[src/rtl/ir_pkg.sv]
// Shared state encoding and NEC segment lengths, in base units, for the IR transmitter.
package ir_pkg;

    typedef enum logic [2:0] {
        IDLE,
        LEAD_MARK,
        LEAD_SPACE,
        BIT_MARK,
        BIT_SPACE,
        STOP_MARK
    } ir_state_e;

    localparam int unsigned LEAD_MARK_UNITS  = 16;
    localparam int unsigned LEAD_SPACE_UNITS = 8;
    localparam int unsigned RPT_SPACE_UNITS  = 4;
    localparam int unsigned BIT_MARK_UNITS   = 1;
    localparam int unsigned ZERO_SPACE_UNITS = 1;
    localparam int unsigned ONE_SPACE_UNITS  = 3;
    localparam int unsigned STOP_UNITS       = 1;
    localparam int unsigned NEC_BITS         = 32;

    function automatic logic is_mark(input ir_state_e s);
        return (s == LEAD_MARK) || (s == BIT_MARK) || (s == STOP_MARK);
    endfunction

endpackage

[src/rtl/ir_carrier_gen.sv]
// Free-running carrier divider. sync_clear restarts the period so that every mark
// begins on the high phase of the carrier.
module ir_carrier_gen #(
    parameter int unsigned CARRIER_DIV  = 1316,
    parameter int unsigned CARRIER_HIGH = 439
) (
    input  logic clk_50,
    input  logic rst_n,
    input  logic sync_clear,
    output logic carrier
);

    localparam int unsigned CW = (CARRIER_DIV > 1) ? $clog2(CARRIER_DIV) : 1;

    logic [CW-1:0] cnt_q, cnt_d;

    always_comb begin
        cnt_d = cnt_q + 1'b1;
        if (sync_clear || (cnt_q == CW'(CARRIER_DIV - 1))) begin
            cnt_d = '0;
        end
    end

    always_ff @(posedge clk_50) begin
        if (!rst_n) begin
            cnt_q <= '0;
        end else begin
            cnt_q <= cnt_d;
        end
    end

    assign carrier = (32'(cnt_q) < CARRIER_HIGH);

endmodule

[src/rtl/ir_nec_transmitter.sv]
// NEC frame serialiser: leader, 32 pulse-distance bits sent LSB first, stop mark.
// Requests are only taken in IDLE; start has priority over repeat_code.
module ir_nec_transmitter
    import ir_pkg::*;
#(
    parameter int unsigned UNIT_CYCLES  = 28125,
    parameter int unsigned CARRIER_DIV  = 1316,
    parameter int unsigned CARRIER_HIGH = 439,
    parameter int unsigned MODULATE     = 1
) (
    input  logic        clk_50,
    input  logic        rst_n,
    input  logic        start,
    input  logic        repeat_code,
    input  logic [31:0] data,
    output logic        busy,
    output logic        done,
    output logic        ir_envelope,
    output logic        ir_tx
);

    localparam int unsigned UW = (UNIT_CYCLES > 1) ? $clog2(UNIT_CYCLES) : 1;
    localparam logic [UW-1:0] UNIT_LAST = UW'(UNIT_CYCLES - 1);

    ir_state_e   state_q, state_d;
    logic [UW-1:0] unit_cnt_q, unit_cnt_d;
    logic [4:0]  seg_cnt_q, seg_cnt_d;
    logic [4:0]  bit_idx_q, bit_idx_d;
    logic [31:0] data_q, data_d;
    logic        rpt_q, rpt_d;
    logic        busy_q, busy_d;
    logic        done_q, done_d;
    logic        env_q, env_d;
    logic [4:0]  seg_len;
    logic        seg_end;
    logic        carrier;

    // Length of the current segment in base units.
    always_comb begin
        seg_len = 5'd1;
        case (state_q)
            LEAD_MARK:  seg_len = 5'(LEAD_MARK_UNITS);
            LEAD_SPACE: seg_len = rpt_q ? 5'(RPT_SPACE_UNITS) : 5'(LEAD_SPACE_UNITS);
            BIT_MARK:   seg_len = 5'(BIT_MARK_UNITS);
            BIT_SPACE:  seg_len = data_q[bit_idx_q] ? 5'(ONE_SPACE_UNITS) : 5'(ZERO_SPACE_UNITS);
            STOP_MARK:  seg_len = 5'(STOP_UNITS);
            default:    seg_len = 5'd1;
        endcase
    end

    assign seg_end = (unit_cnt_q == UNIT_LAST) && (seg_cnt_q == seg_len - 5'd1);

    always_comb begin
        state_d    = state_q;
        unit_cnt_d = unit_cnt_q;
        seg_cnt_d  = seg_cnt_q;
        bit_idx_d  = bit_idx_q;
        data_d     = data_q;
        rpt_d      = rpt_q;
        if (state_q == IDLE) begin
            if (start || repeat_code) begin
                state_d    = LEAD_MARK;
                rpt_d      = !start;
                data_d     = start ? data : data_q;
                unit_cnt_d = '0;
                seg_cnt_d  = '0;
                bit_idx_d  = '0;
            end
        end else if (unit_cnt_q != UNIT_LAST) begin
            unit_cnt_d = unit_cnt_q + 1'b1;
        end else begin
            unit_cnt_d = '0;
            if (!seg_end) begin
                seg_cnt_d = seg_cnt_q + 5'd1;
            end else begin
                seg_cnt_d = '0;
                case (state_q)
                    LEAD_MARK:  state_d = LEAD_SPACE;
                    LEAD_SPACE: state_d = rpt_q ? STOP_MARK : BIT_MARK;
                    BIT_MARK:   state_d = BIT_SPACE;
                    BIT_SPACE: begin
                        // Saturate at the last bit instead of wrapping back to bit 0.
                        if (bit_idx_q == 5'(NEC_BITS - 1)) begin
                            state_d = STOP_MARK;
                        end else begin
                            bit_idx_d = bit_idx_q + 5'd1;
                            state_d   = BIT_MARK;
                        end
                    end
                    STOP_MARK: begin
                        state_d   = IDLE;
                        bit_idx_d = '0;
                    end
                    default: state_d = IDLE;
                endcase
            end
        end
        busy_d = (state_d != IDLE);
        env_d  = is_mark(state_d);
        done_d = (state_q == STOP_MARK) && (state_d == IDLE);
    end

    always_ff @(posedge clk_50) begin
        if (!rst_n) begin
            state_q    <= IDLE;
            unit_cnt_q <= '0;
            seg_cnt_q  <= '0;
            bit_idx_q  <= '0;
            data_q     <= '0;
            rpt_q      <= 1'b0;
            busy_q     <= 1'b0;
            done_q     <= 1'b0;
            env_q      <= 1'b0;
        end else begin
            state_q    <= state_d;
            unit_cnt_q <= unit_cnt_d;
            seg_cnt_q  <= seg_cnt_d;
            bit_idx_q  <= bit_idx_d;
            data_q     <= data_d;
            rpt_q      <= rpt_d;
            busy_q     <= busy_d;
            done_q     <= done_d;
            env_q      <= env_d;
        end
    end

    // Marks always follow a space or IDLE, so a rising envelope marks a mark's first cycle.
    ir_carrier_gen #(
        .CARRIER_DIV  (CARRIER_DIV),
        .CARRIER_HIGH (CARRIER_HIGH)
    ) u_carrier (
        .clk_50     (clk_50),
        .rst_n      (rst_n),
        .sync_clear (env_d & ~env_q),
        .carrier    (carrier)
    );

    assign busy        = busy_q;
    assign done        = done_q;
    assign ir_envelope = env_q;
    assign ir_tx       = (MODULATE != 0) ? (env_q & carrier) : env_q;

endmodule

[config.mk]
export PLATFORM = sky130hd
export DESIGN_NAME = ir_nec_transmitter
export DESIGN_NICKNAME = d
export VERILOG_FILES = /design/src/rtl/ir_pkg.sv /design/src/rtl/ir_carrier_gen.sv /design/src/rtl/ir_nec_transmitter.sv
export SDC_FILE = /design/constraint.sdc
export NUM_CORES = 1
export LEC_CHECK = 0
export BUFFER_PORTS_ARGS = -buffer_cell sky130_fd_sc_hd__buf_2
export CORE_MARGIN = 2
export CORE_UTILIZATION = 53
export CTS_CLUSTER_DIAMETER = 80
export DETAILED_ROUTE_END_ITERATION = 7
export PLACE_DENSITY = 0.73
export SLEW_MARGIN = 20
export SYNTH_ARGS = -nofsm -noshare
export SYNTH_HDL_FRONTEND = slang
export SYNTH_HIERARCHICAL = 1
export SYNTH_SLANG_ARGS = --single-unit
[constraint.sdc]
create_clock -name clk_50 -period 3.9 [get_ports clk_50]
set_input_delay 0.195 -clock clk_50 [delete_from_list [all_inputs] [get_ports clk_50]]
set_output_delay 0.195 -clock clk_50 [all_outputs]
set_load 0.03 [all_outputs]
After elaboration in Yosys (flattened, before gate mapping)

Cells that the tools add are included.

Input bits: 36
Register bits after elaboration: 75

Equal/unequal tests: 16
Multiplexer cells: 24
Add/sub/neg operators: 5
Reductions and logical operators: 17
Magnitude comparators: 2
Bitwise operators: 4

Operators by type and width:

| operator                                                                      | number |
|---|---|
| 15-bit 2-to-1 mux                                                             | 3 |
| 5-bit 2-to-1 mux                                                              | 8 |
| 3-bit 2-to-1 mux                                                              | 6 |
| 15-bit by 1-bit adder with 15-bit output, second input constant               | 1 |
| 15-bit == test, second input constant                                         | 1 |
| 15-bit inequality test, second input constant                                 | 1 |
| 5-bit case mux with 3 select lines                                            | 1 |
| 3-bit case mux with 4 select lines                                            | 1 |
| 11-bit by 1-bit adder with 11-bit output, second input constant               | 1 |
| 11-bit == test, second input constant                                         | 1 |
| 11-bit by 9-bit less-than comparator with 1-bit output, second input constant | 1 |
| 5-bit by 1-bit adder with 5-bit output, second input constant                 | 2 |
| 5-bit case mux with 2 select lines                                            | 1 |
| 3-bit by 2-bit == test with 1-bit output, second input constant               | 3 |
| 3-bit == test, second input constant                                          | 3 |
| 3-bit by 1-bit == test with 1-bit output, second input constant               | 2 |
| 3-bit zero test                                                               | 2 |
| 5-bit by 6-bit less-than comparator with 1-bit output, second input constant  | 1 |
| 3-bit nonzero test                                                            | 2 |
| 1-bit binary-select mux with 5-bit select                                     | 1 |
| 5-bit == test                                                                 | 1 |
| 5-bit == test, second input constant                                          | 1 |
| 5-bit AND reduction                                                           | 1 |
| 5-bit by 1-bit subtractor with 5-bit output, second input constant            | 1 |
| other kinds (15)                                                              | 22 |

Logic depth before layout (Yosys ltp)

Gate-level depths: netlist of run 1.

Word-level depth: 16
Mapped depth: 16

Cells and area by module

The synthesis of run 1 kept the hierarchy.

Modules (own cells, without submodules):

| module             | times used | sequential area each (um2) | area an instance (um2) | cells each |
|---|---|---|---|---|
| ir_nec_transmitter | 1          | 1281.2                     | 3280.6                 | 391 |
| ir_carrier_gen     | 1          | 220.2                      | 520.5                  | 61 |

Least setup slack after synthesis of run 1

Ideal clock, no wire load.

Kind: flip-flop to flip-flop
From: register bit_idx_q[0]
To: register u_carrier.cnt_q[9]
Library setup time: 0.070 ns
Slack: 0.086 ns
Arrival time: 3.745 ns
Stages on the path, launching flop included: 17
Buffers on the path: 2
Required time: 3.830 ns
Period minus slack after synthesis: 3.814 ns
Cell sequence: dfxtp_1 buf_2 mux4_2 mux4_2 mux2_2 nand2_1 ha_1 nor3b_1 a221oi_2 xnor2_2 o21ai_1 a21oi_1 a211oi_1 nand2b_1 a31o_2 buf_2 a21oi_1

Cells in the longest elaborated chain, start to end: 16

RTL lines:

| element                                                                                                     | line                      | RTL |
|---|---|---|
| start, declared                                                                                             | ir_nec_transmitter.sv:28  | `logic [4:0] bit_idx_q, bit_idx_d;` |
| start signal, assigned                                                                                      | ir_nec_transmitter.sv:118 | `bit_idx_q <= bit_idx_d;` |
| 1-bit binary-select mux with 5-bit select                                                                   | ir_nec_transmitter.sv:45  | `BIT_SPACE: seg_len = data_q[bit_idx_q] ? 5'(ONE_SPACE_UNITS) : 5'(ZERO_SPACE_UNITS);` |
| 1-bit 2-to-1 mux (not written as such)                                                                      | ir_nec_transmitter.sv:45  |  |
| 2-bit 2-to-1 mux                                                                                            | ir_nec_transmitter.sv:45  |  |
| 5-bit case mux with 3 select lines                                                                          | ir_nec_transmitter.sv:41  | `case (state_q)` |
| 5-bit by 1-bit subtractor with 5-bit output                                                                 | ir_nec_transmitter.sv:51  | `assign seg_end = (unit_cnt_q == UNIT_LAST) && (seg_cnt_q == seg_len - 5'd1);` |
| 5-bit == test                                                                                               | ir_nec_transmitter.sv:51  |  |
| 1-bit logical AND                                                                                           | ir_nec_transmitter.sv:51  |  |
| 3-bit 2-to-1 mux *                                                                                          | ir_nec_transmitter.sv:73  | `if (!seg_end) begin` |
| 3-bit 2-to-1 mux *                                                                                          | ir_nec_transmitter.sv:69  | `end else if (unit_cnt_q != UNIT_LAST) begin` |
| 3-bit 2-to-1 mux *                                                                                          | ir_nec_transmitter.sv:60  | `if (state_q == IDLE) begin` |
| 3-bit by 1-bit == test with 1-bit output / 3-bit by 2-bit == test with 1-bit output (equally long branches) | ir_pkg.sv:23              | `return (s == LEAD_MARK) \|\| (s == BIT_MARK) \|\| (s == STOP_MARK);` |
| 1-bit logical OR                                                                                            | ir_pkg.sv:23              |  |
| 1-bit logical OR *                                                                                          | ir_pkg.sv:23              |  |
| 1-bit bitwise AND *                                                                                         | ir_nec_transmitter.sv:134 | `.sync_clear (env_d & ~env_q),` |
| 1-bit logical OR *                                                                                          | ir_carrier_gen.sv:19      | `if (sync_clear \|\| (cnt_q == CW'(CARRIER_DIV - 1))) begin` |
| 2-bit OR reduction (no line) *                                                                              | -                         |  |
| end signal, assigned                                                                                        | ir_carrier_gen.sv:28      | `cnt_q <= cnt_d;` |
| end, declared                                                                                               | ir_carrier_gen.sv:15      | `logic [CW-1:0] cnt_q, cnt_d;` |

Every way passes the cells marked *; elsewhere a longest branch is shown, timed or not. The select of a mux whose other input is x is not followed.
A chain may end at the register's enable or synchronous reset.

Worst setup path after layout of run 1

From: register bit_idx_q[0]
To: register u_carrier.cnt_q[5]

The elaborated chain is that of the path after synthesis.

==> metrics, run 1 <==
# rows 30; io pins 40; total grt overflow 0; Worst setup EP type flop; HPWL after DPL 5670 um; Seq cells post-synth 75; global-route wire length before repair 14200 um; CP required approximately 4.2 ns; Slew headroom 0.319; final hold vios 0; H-tree Lvls 3; Final ANT Viol Nets 0; hold buffers post-CTS 0; clock buffer depth 2; fin area roughly 4300 sq um; cell area after synthesis 3800 sq um; Max VDD drop 230 uV; die extent in x ~89 um; vias in the first global route 3017; Yosys top cell area share 0.395; crit path DAT 3.97 ns; setup violators final 0; max-cap violation count 0; Slowest-stage cell, CP mux4_2; synthesis-to-layout area growth 14.1%; CP Class reg2reg; layout cells sized above 1 0.208; most frequent cell after synthesis nand2_1; Yosys cell types 70; root buf cell clkbuf_8; Core ar. 6870 sq um; Setup Total Neg Slack 0 ns; largest net degree at the start of global routing 53; initial drt markers 240; highest clock rate 0.271 GHz; pre-CTS setup slack -0.131 ns; n_diodes 0; Synth async-reset ratio 0; Worst setup SP type flop; number of synthesized flops with an enable pin 0; DR vias/cell 5.74; worst skew pair latency between 0.3 and 0.4 ns; I/O Buffers 39; Worst Hold Class in2reg; Starting Density 0.553; Seq/Total Area, Yosys 0.395; WL/cell 14.7 um; total chip power about 1.7 mW; initial antenna violation count 0; Avg Cell Area, Syn 8.41 sq um; Cell Chain, Critical Path clkbuf_4 -> mux4_2 -> mux4_2 -> mux2_2 -> nand2_1 -> ha_2 -> nor2_1 -> a221oi_2 -> xnor2_2 -> o21a_1 -> a21oi_2 -> a211oi_1 -> nand2b_1 -> a31o_4 -> a21oi_1; Syn. warnings 6; DRC viols 0; syn_nets 495; CTS clk-pin slew, worst paths ~0.080 ns; synth top area cells dfxtp_1, nand2_1, a21oi_1; CTS tree yes; gr usage total 0.233; Max Transition Viols Final 0; Fin Clk Skew ~0.0099 ns; Final nets 528; Syn Inst Count ~450; pwr/cell area 382 nW/um^2; Die Y 88.7 um; LEAKAGE 1.58 nW; clk sinks 75; die area 7870 sq um; WP buf/inv 1; DR vias around 3400; slack of the critical path 0.215 ns; most frequent cells after synthesis nand2_1, dfxtp_1, a21oi_1; Most common cell on crit path mux4_2; CP max stage delay 0.49 ns; Final Critical Period between 3 and 4 ns; Routed WL 8610 um; Placer Congestion 0.865; FILL cells 617; Placed Cells 567; Pre-antenna DRT Iters 4; Worst-Margin Slew 1.02 ns; delay-heaviest family, CP multiplexers; Placed Area roughly 4100 sq um; status completed; CP max FO 11; Post-synth top flop dfxtp_1; final period utilization 0.945; area leader, netlist dfxtp_1; CTS buffer count 9; Post-Layout Cell Count 586
what timing repair did:
item,in CTS,in global routing
endpoints found under the setup margin,11,11
buffers inserted,0,3
resized for setup,1,10
pin swaps,0,3
cell families (layout without fill, tap and decap cells):
logic type               after synthesis  in the layout  share of synthesized area
buffers and inverters                 35             73                     0.0375
multiplexers                          12             12                     0.0648
AO/OA/AOI/OAI                        122            122                      0.207
adder cells (fa/ha/maj)                7              7                     0.0230
AND/OR/NAND/NOR                      194            194                      0.254
XOR/XNOR                               7              7                     0.0181
flip-flops                            75             75                      0.395
final timing paths:
| check | depth (start not counted) | slack [ns] | startpoint | end |
|---|---|---|---|---|
| max reg2reg | 15 | 0.21 | bit_idx_q[0] | u_carrier/cnt_q[5] |
| min | 3 | 0.08 | data[5] | data_q[5] |
| min reg2reg | 2 | 0.46 | data_q[3] | data_q[3] |
| max | 15 | 0.21 | bit_idx_q[0] | u_carrier/cnt_q[5] |
state kept, by name, indices dropped and copies added (netlist names):
name             count
ir_envelope          1
state_q              3
rpt_q                1
bit_idx_q            5
data_q              32
done                 1
busy                 1
seg_cnt_q            5
u_carrier/cnt_q     11
unit_cnt_q          15
layout by cell type (no fill, tap or decap), drive strengths merged, types with 3 or more instances in the layout:
master | Yosys | final
a211oi | 4 | 4
mux4 | 10 | 10
nand4 | 4 | 4
nand2b | 3 | 3
and3 | 5 | 5
nor2 | 27 | 27
a21o | 3 | 3
o21ai | 20 | 20
clkinv | 0 | 3
o31ai | 5 | 5
or3 | 8 | 8
xor2 | 4 | 4
dfxtp | 75 | 75
a21oi | 58 | 58
o21a | 5 | 5
nor3b | 5 | 5
nand3 | 15 | 15
nor3 | 12 | 12
nor4 | 6 | 6
clkbuf | 16 | 11
and2 | 8 | 8
a311oi | 3 | 3
o2bb2ai | 3 | 3
xnor2 | 3 | 3
ha | 7 | 7
buf | 10 | 47
nand2 | 85 | 85
inv | 9 | 10
a31oi | 4 | 4
power by group:
group          switching, mW  internal (mW)
clock network          0.296          0.362
logic                  0.110         0.0722
registers             0.0223          0.792
total                  0.428           1.23
per-layer routing:
layer  GRT usage  up-vias  routed length (um)
met2       0.347       86                3900
met1       0.331     1565                4180
li1            -     1702                   -
met3      0.0541        9                 411
met4      0.0840        0                 111
met5           0        -                   0
worst min-delay path: stages:
cell and delay [ns]:
buf_2 0.10, nand2_1 0.04, a21oi_1 0.05
metrics by stage:
| stage | util | hold WS [ns] |
|---|---|---|
| after floorplan | - | 0.331 |
| after global placement | 0.590 | 0.439 |
| after detailed placement | 0.590 | 0.442 |
| after CTS | 0.621 | 0.0617 |
| after global routing | 0.631 | 0.0588 |
| final | 0.631 | 0.0758 |
final cells by class:
cell class / instances / area [sq um] / share of cell area
repair buffers: 48 / 263 / 0.0606
clock inverters: 6 / 87.6 / 0.0202
flip-flops and latches: 75 / 1510 / 0.347
clock buffers: 10 / 128 / 0.0294
well taps: 96 / 120 / 0.0277
multi-input cells: 342 / 2200 / 0.507
inverters: 9 / 33.8 / 0.00779
Note: power is estimated with default switching activity, not from simulation.
==> run 2, diff against run 1 <==
--- a/config.mk
+++ b/config.mk
@@ -6,6 +6,7 @@
 export NUM_CORES = 1
 export LEC_CHECK = 0
 export BUFFER_PORTS_ARGS = -buffer_cell sky130_fd_sc_hd__buf_2
+export CORE_ASPECT_RATIO = 1.2
 export CORE_MARGIN = 2
 export CORE_UTILIZATION = 53
 export CTS_CLUSTER_DIAMETER = 80
==> run 2 against run 1 <==
Wire length fell by 3.0%; largest cell class unchanged; fmax shrank 0.62%; total power is 1.1% higher; combinational power is 3% higher; cell count shrank 1.4%; clock-buffer cell count grew 1; setup slack worse by 0.023 ns; design area up 0.14%; first-iteration DRC count is 8.8% lower; highest routed layer unchanged; largest power group unchanged.
==> metrics, run 2 (synthesis gave the netlist of run 1 again) <==
Worst setup EP type flop; clock buffer depth 2 (unchanged); hold buffers post-CTS 0 (unchanged); Max Transition Viols Final 0 (unchanged); Routed WL 8350 um (-3.0%); Slew headroom 0.332 (+0.0134); Max VDD drop 301 uV (+31%); H-tree Lvls 3 (unchanged); Final Critical Period 3.71 ns (+0.0229 ns); max-cap violation count 0 (unchanged); crit path DAT 3.96 ns (about the same); die extent in x 81.3 um (-8.3%); Worst setup SP type flop; Comb power frac 0.112 (+0.002); most frequent cells in the layout nand2_1, dfxtp_1, a21oi_1; DR vias 3361 (-0.030%); Core ar. 6900 sq um (+0.38%); Most common cell on crit path buf_4; Worst Hold Slack 0.0795 ns (+0.00377 ns); Placer Congestion 0.851 (-1.7%); total grt overflow 0 (unchanged); initial drt markers 219 (-8.8%); final period utilization 0.951 (+0.00586); FILL cells 597 (-3.2%); CP Class reg2reg; # rows 33 (+10%); Die Y 96.8 um (+9.1%); LEAKAGE 1.60 nW (+0.91%); Final ANT Viol Nets 0 (unchanged); WL/cell 14.4 um (-1.6%); Cell Chain, Critical Path buf_4 -> mux4_2 -> mux4_2 -> mux2_2 -> nand2_1 -> ha_2 -> nor2_1 -> a221oi_2 -> xnor2_2 -> buf_4 -> buf_4 -> nor3_1 -> nand2_1 -> o31ai_1; worst skew pair latency 0.35 ns (about the same); root buf cell clkbuf_8; layout cells sized above 1 0.208 (-0.000424); WP buf/inv 3 (+2); Worst-Margin Slew 0.999 ns (-0.0200 ns); pwr/cell area 385 nW/um^2 (+0.97%); CP required 4.16 ns (-0.03 ns); status completed; RSZ-0062 raised after global routing false; Pre-antenna DRT Iters 4 (unchanged); Fin Clk Skew 0.0112 ns (+0.00134 ns); Clk pwr share 0.402 (+0.005); sw frac 0.247 (-0.0122); largest register by flop count data_q; most common cell after layout, fill and taps aside nand2_1; CP max stage delay 0.48 ns (about the same); cell internal pwr 1.26 mW (+2.8%); largest net degree at the start of global routing 53 (unchanged); sequential power share 0.486 (-0.006); delay-heaviest family, CP multiplexers; CTS buffer count 9 (unchanged); initial antenna violation count 0 (unchanged); global-route wire length before repair 14300 um (+0.53%); Starting Density 0.551 (-0.00211); Final nets 530 (+0.38%); highest clock rate 0.270 GHz (-0.62%); DR vias/cell 5.81 (+1.4%); I/O Buffers 39 (unchanged); Slowest-stage cell, CP mux4_2; io pins 40 (unchanged); slack of the critical path 0.192 ns (-0.0229 ns); Post-Route Utilization 0.630 (-0.00150); vias in the first global route 3148 (+4.3%); largest registers data_q (32), unit_cnt_q (15), u_carrier/cnt_q (11); HPWL after DPL 5730 um (+1.1%); n_diodes 0 (unchanged); CTS tree yes; die area 7870 sq um (about the same); max FFs per register 32 (unchanged); Net Sw Power 413 uW (-3.6%); Post-Layout Cell Count 578 (-1.4%); gr usage total 0.226 (-0.00735); DRC viols 0 (unchanged); clk sinks 75 (unchanged); Placed Cells 558 (-1.6%); Worst Hold Class in2reg; pre-CTS setup slack -0.0346 ns (+0.0968 ns); setup violators final 0 (unchanged); total chip power 1.67 mW (+1.1%); final hold vios 0 (unchanged); synthesis-to-layout area growth 14.2%; CTS clk-pin slew, worst paths 0.08 ns (about the same); CP max FO 5 (-6)
-- run 2: area by class of cell --
cell class              count  area [sq um]  share of cell area
clock buffers              11           151              0.0349
clock inverters             4          73.8              0.0170
inverters                   9          33.8             0.00778
multi-input cells         342          2190               0.504
flip-flops and latches     75          1500               0.346
well taps                  87           109              0.0251
repair buffers             50           282              0.0648
-- run 2: power by group through the flow --
stage	Combinational [mW]	Sequential, mW	Clock [mW]
after CTS	0.181	0.812	0.684
after detailed placement	0.177	0.830	0
after global placement	0.173	0.831	0
after global routing	0.212	0.817	0.722
final	0.188	0.813	0.672
after floorplan	0.131	0.826	0
-- run 2: final timing paths --
check / startpoint / endpoint / slack (ns) / cells past startpoint
hold / removal: data[10] / data_q[10] / 0.08 / 3
hold reg to reg: data_q[19] / data_q[19] / 0.46 / 2
setup reg to reg: bit_idx_q[0] / bit_idx_q[2] / 0.19 / 14
setup / recovery: bit_idx_q[0] / bit_idx_q[2] / 0.19 / 14
-- run 2: worst register-to-register path: stages (launching register included) --
cell,delay [ns]
dfxtp_2,0.34
buf_4,0.15
mux4_2,0.48
mux4_2,0.48
mux2_2,0.28
nand2_1,0.07
ha_2,0.21
nor2_1,0.06
a221oi_2,0.34
xnor2_2,0.17
buf_4,0.16
buf_4,0.12
nor3_1,0.40
nand2_1,0.14
o31ai_1,0.22
-- run 2: metal layers --
layer / up-vias / global-route usage / wire length, um
li1: 1704 / - / -
met3: 18 / 0.0466 / 302
met5: - / 0 / 0
met2: 65 / 0.337 / 3830
met1: 1574 / 0.317 / 4030
met4: 0 / 0.0900 / 193
-- run 2: stage by stage --
stage	setup TNS [ns]	instance area (sq um)
after floorplan	0	3800
after global placement	0	4040
after detailed placement	-0.165	4040
after CTS	0	4280
after global routing	0	4340
final	0	4340
-- run 2: timing repair --
item | 4_1_cts | 5_1_grt
pin swaps | 1 | 3
buffers inserted | 2 | 3
endpoints found under the setup margin | 9 | 11
resized for setup | 0 | 8
==> run 3, diff against run 2 <==
--- a/config.mk
+++ b/config.mk
@@ -12,6 +12,7 @@
 export CTS_CLUSTER_DIAMETER = 80
 export DETAILED_ROUTE_END_ITERATION = 7
 export PLACE_DENSITY = 0.73
+export SETUP_SLACK_MARGIN = 0.2
 export SLEW_MARGIN = 20
 export SYNTH_ARGS = -nofsm -noshare
 export SYNTH_HDL_FRONTEND = slang
==> run 3 against run 2 <==
Non-clock buffer count down 3; worst hold slack got worse by 0.0075 ns; total power grew 0.53%; sequential share of layout area fell by 0.47 points; design area up 1.4%; clock skew barely moved; setup slack better by 0.12 ns; sequential power hardly changed; register-to-register slack better by 0.12 ns.
==> metrics, run 3 (synthesis gave the netlist of run 1 again) <==
max-cap violation count 0 (unchanged); root buf cell clkbuf_8; die extent in x 81.3 um (unchanged); initial antenna violation count 0 (unchanged); Slew headroom 0.345 (+0.0130); WL/cell 15.5 um (+7.1%); hold buffers post-CTS 0 (unchanged); clock buffer depth 2 (unchanged); Core ar. 6900 sq um (unchanged); pwr/cell area 382 nW/um^2 (-0.84%); Final Critical Period 3.59 ns (-0.119 ns); Placer Congestion 0.865 (+1.7%); Die Y 96.8 um (unchanged); DR vias/cell 6.07 (+4.4%); layout cells sized above 1 0.227 (+0.0188); gr usage total 0.228 (+0.00251); global-route wire length before repair 14300 um (about the same); Pre-antenna DRT Iters 4 (unchanged); Placed Cells 557 (-0.18%); final period utilization 0.920 (-0.0305); HPWL after DPL 5990 um (+4.5%); CTS tree yes; I/O Buffers 39 (unchanged); LEAKAGE 1.59 nW (-0.25%); CP Class reg2reg; max FFs per register 32 (unchanged); most frequent cells in the layout nand2_1, dfxtp_1, a21oi_1; Post-Layout Cell Count 577 (-0.17%); Starting Density 0.551 (unchanged); reg2reg start bit_idx_q[0]; initial drt markers 227 (+3.7%); most common cell after layout, fill and taps aside nand2_1; # rows 33 (unchanged); Fin Clk Skew 0.0111 ns (-0.000112 ns); Setup Total Neg Slack 0 ns (unchanged); Worst-Margin Slew 0.980 ns (-0.0194 ns); DR vias 3502 (+4.2%); die area 7870 sq um (unchanged); Worst setup SP type flop; CTS buffer count 9 (unchanged); Worst setup EP type flop; vias in the first global route 3201 (+1.7%); Worst Hold Class in2reg; CP Launch Point bit_idx_q[0]; synthesis-to-layout area growth 15.8%; largest net degree at the start of global routing 54 (+1.9%); final hold vios 0 (unchanged); Max Transition Viols Final 0 (unchanged); largest register by flop count data_q; CP max FO 6 (+1); worst skew pair latency 0.35 ns (about the same); Hold Path Origin data[7]; RSZ-0062 raised after global routing true; CP required 4.19 ns (+0.03 ns); clk sinks 75 (unchanged); largest registers data_q (32), unit_cnt_q (15), u_carrier/cnt_q (11); Routed WL 8930 um (+6.9%); setup violators final 0 (unchanged); status completed; crit path DAT 3.88 ns (-0.08 ns); Final nets 528 (-0.38%); n_diodes 0 (unchanged); Slowest-stage cell, CP mux4_2; total grt overflow 0 (unchanged); DRC viols 0 (unchanged); Final ANT Viol Nets 0 (unchanged); highest clock rate 0.279 GHz (+3.3%); CP max stage delay 0.50 ns (+0.02 ns); CTS clk-pin slew, worst paths 0.08 ns (about the same); H-tree Lvls 3 (unchanged); io pins 40 (unchanged); Max VDD drop 278 uV (-7.7%); Cell Chain, Critical Path buf_6 -> mux4_2 -> mux4_2 -> mux2_2 -> nand2_2 -> ha_4 -> xor2_4 -> xnor2_2 -> o2111ai_4 -> o21a_1 -> a21oi_2 -> a211oi_1 -> nand2b_4 -> a31o_2 -> a21oi_2; reg2reg setup slack 0.31 ns (+0.12 ns)
[run 3: changes by cell type in the layout (fill, tap and decap cells not counted), sizes merged]
cell      change
buf           -3
a31o          +1
clkinvlp      +1
inv           +1
clkinv        -1
[run 3: worst max-delay path, delay by kind of cell (launching register included)]
family                     cells  cell delay (ns)
AOI/OAI and AO/OA              6             1.02
xor gates and xnor gates       2             0.33
adders and majority gates      1             0.18
buffers and inverters          1             0.12
DFF                            1             0.35
muxes                          3             1.25
and+or+nand+nor                2             0.28
[run 3: layout make-up]
class	instances	area (sq um)
sequential	75	1500
timing repair buffer	47	263
inverter	9	33.8
clock inverter	5	85.1
tap	87	109
multi-input combinational	343	2270
clock buffer	11	141
fill	597	2490
[run 3: where the power goes]
group | internal, mW | total, mW | switching (mW)
registers | 0.793 | 0.816 | 0.0237
logic | 0.0770 | 0.192 | 0.115
clock network | 0.381 | 0.673 | 0.291
total | 1.25 | 1.68 | 0.430
[run 3: per-layer routing]
metal / vias up / global-route usage / routed length, um
met5: - / 0 / 0
met4: 0 / 0.0978 / 195
met3: 20 / 0.0560 / 431
met2: 96 / 0.351 / 4240
met1: 1679 / 0.303 / 4060
li1: 1707 / - / -
[run 3: path summary, 6_finish.rpt]
path / to / cells past startpoint
hold reg to reg: data_q[7] / 2
setup / recovery: u_carrier/cnt_q[9] / 15
hold / removal: data_q[7] / 3
setup reg to reg: u_carrier/cnt_q[9] / 15
[run 3: timing repair]
action	4_1_cts	5_1_grt
endpoints found under the setup margin	11	16
endpoints found under the hold margin	0	0
gates resized for setup	4	17
setup buffers	1	2
pin swaps	3	5
gates cloned	0	1
[run 3: through the flow]
| stage | area [sq um] | util | hold slack [ns] | worst slack [ns] | power [mW] |
|---|---|---|---|---|---|
| finish | 4400 | 0.638 | 0.0720 | 0.311 | 1.68 |
| global route | 4400 | 0.638 | 0.0593 | 0.143 | 1.75 |
| CTS | 4300 | 0.623 | 0.0579 | 0.204 | 1.68 |
| detailed placement | 4040 | 0.586 | 0.442 | 0.0525 | 1.01 |
| global placement | 4040 | 0.586 | 0.435 | 0.185 | 1.00 |
| floorplan | 3810 | - | 0.331 | 0.210 | 0.957 |
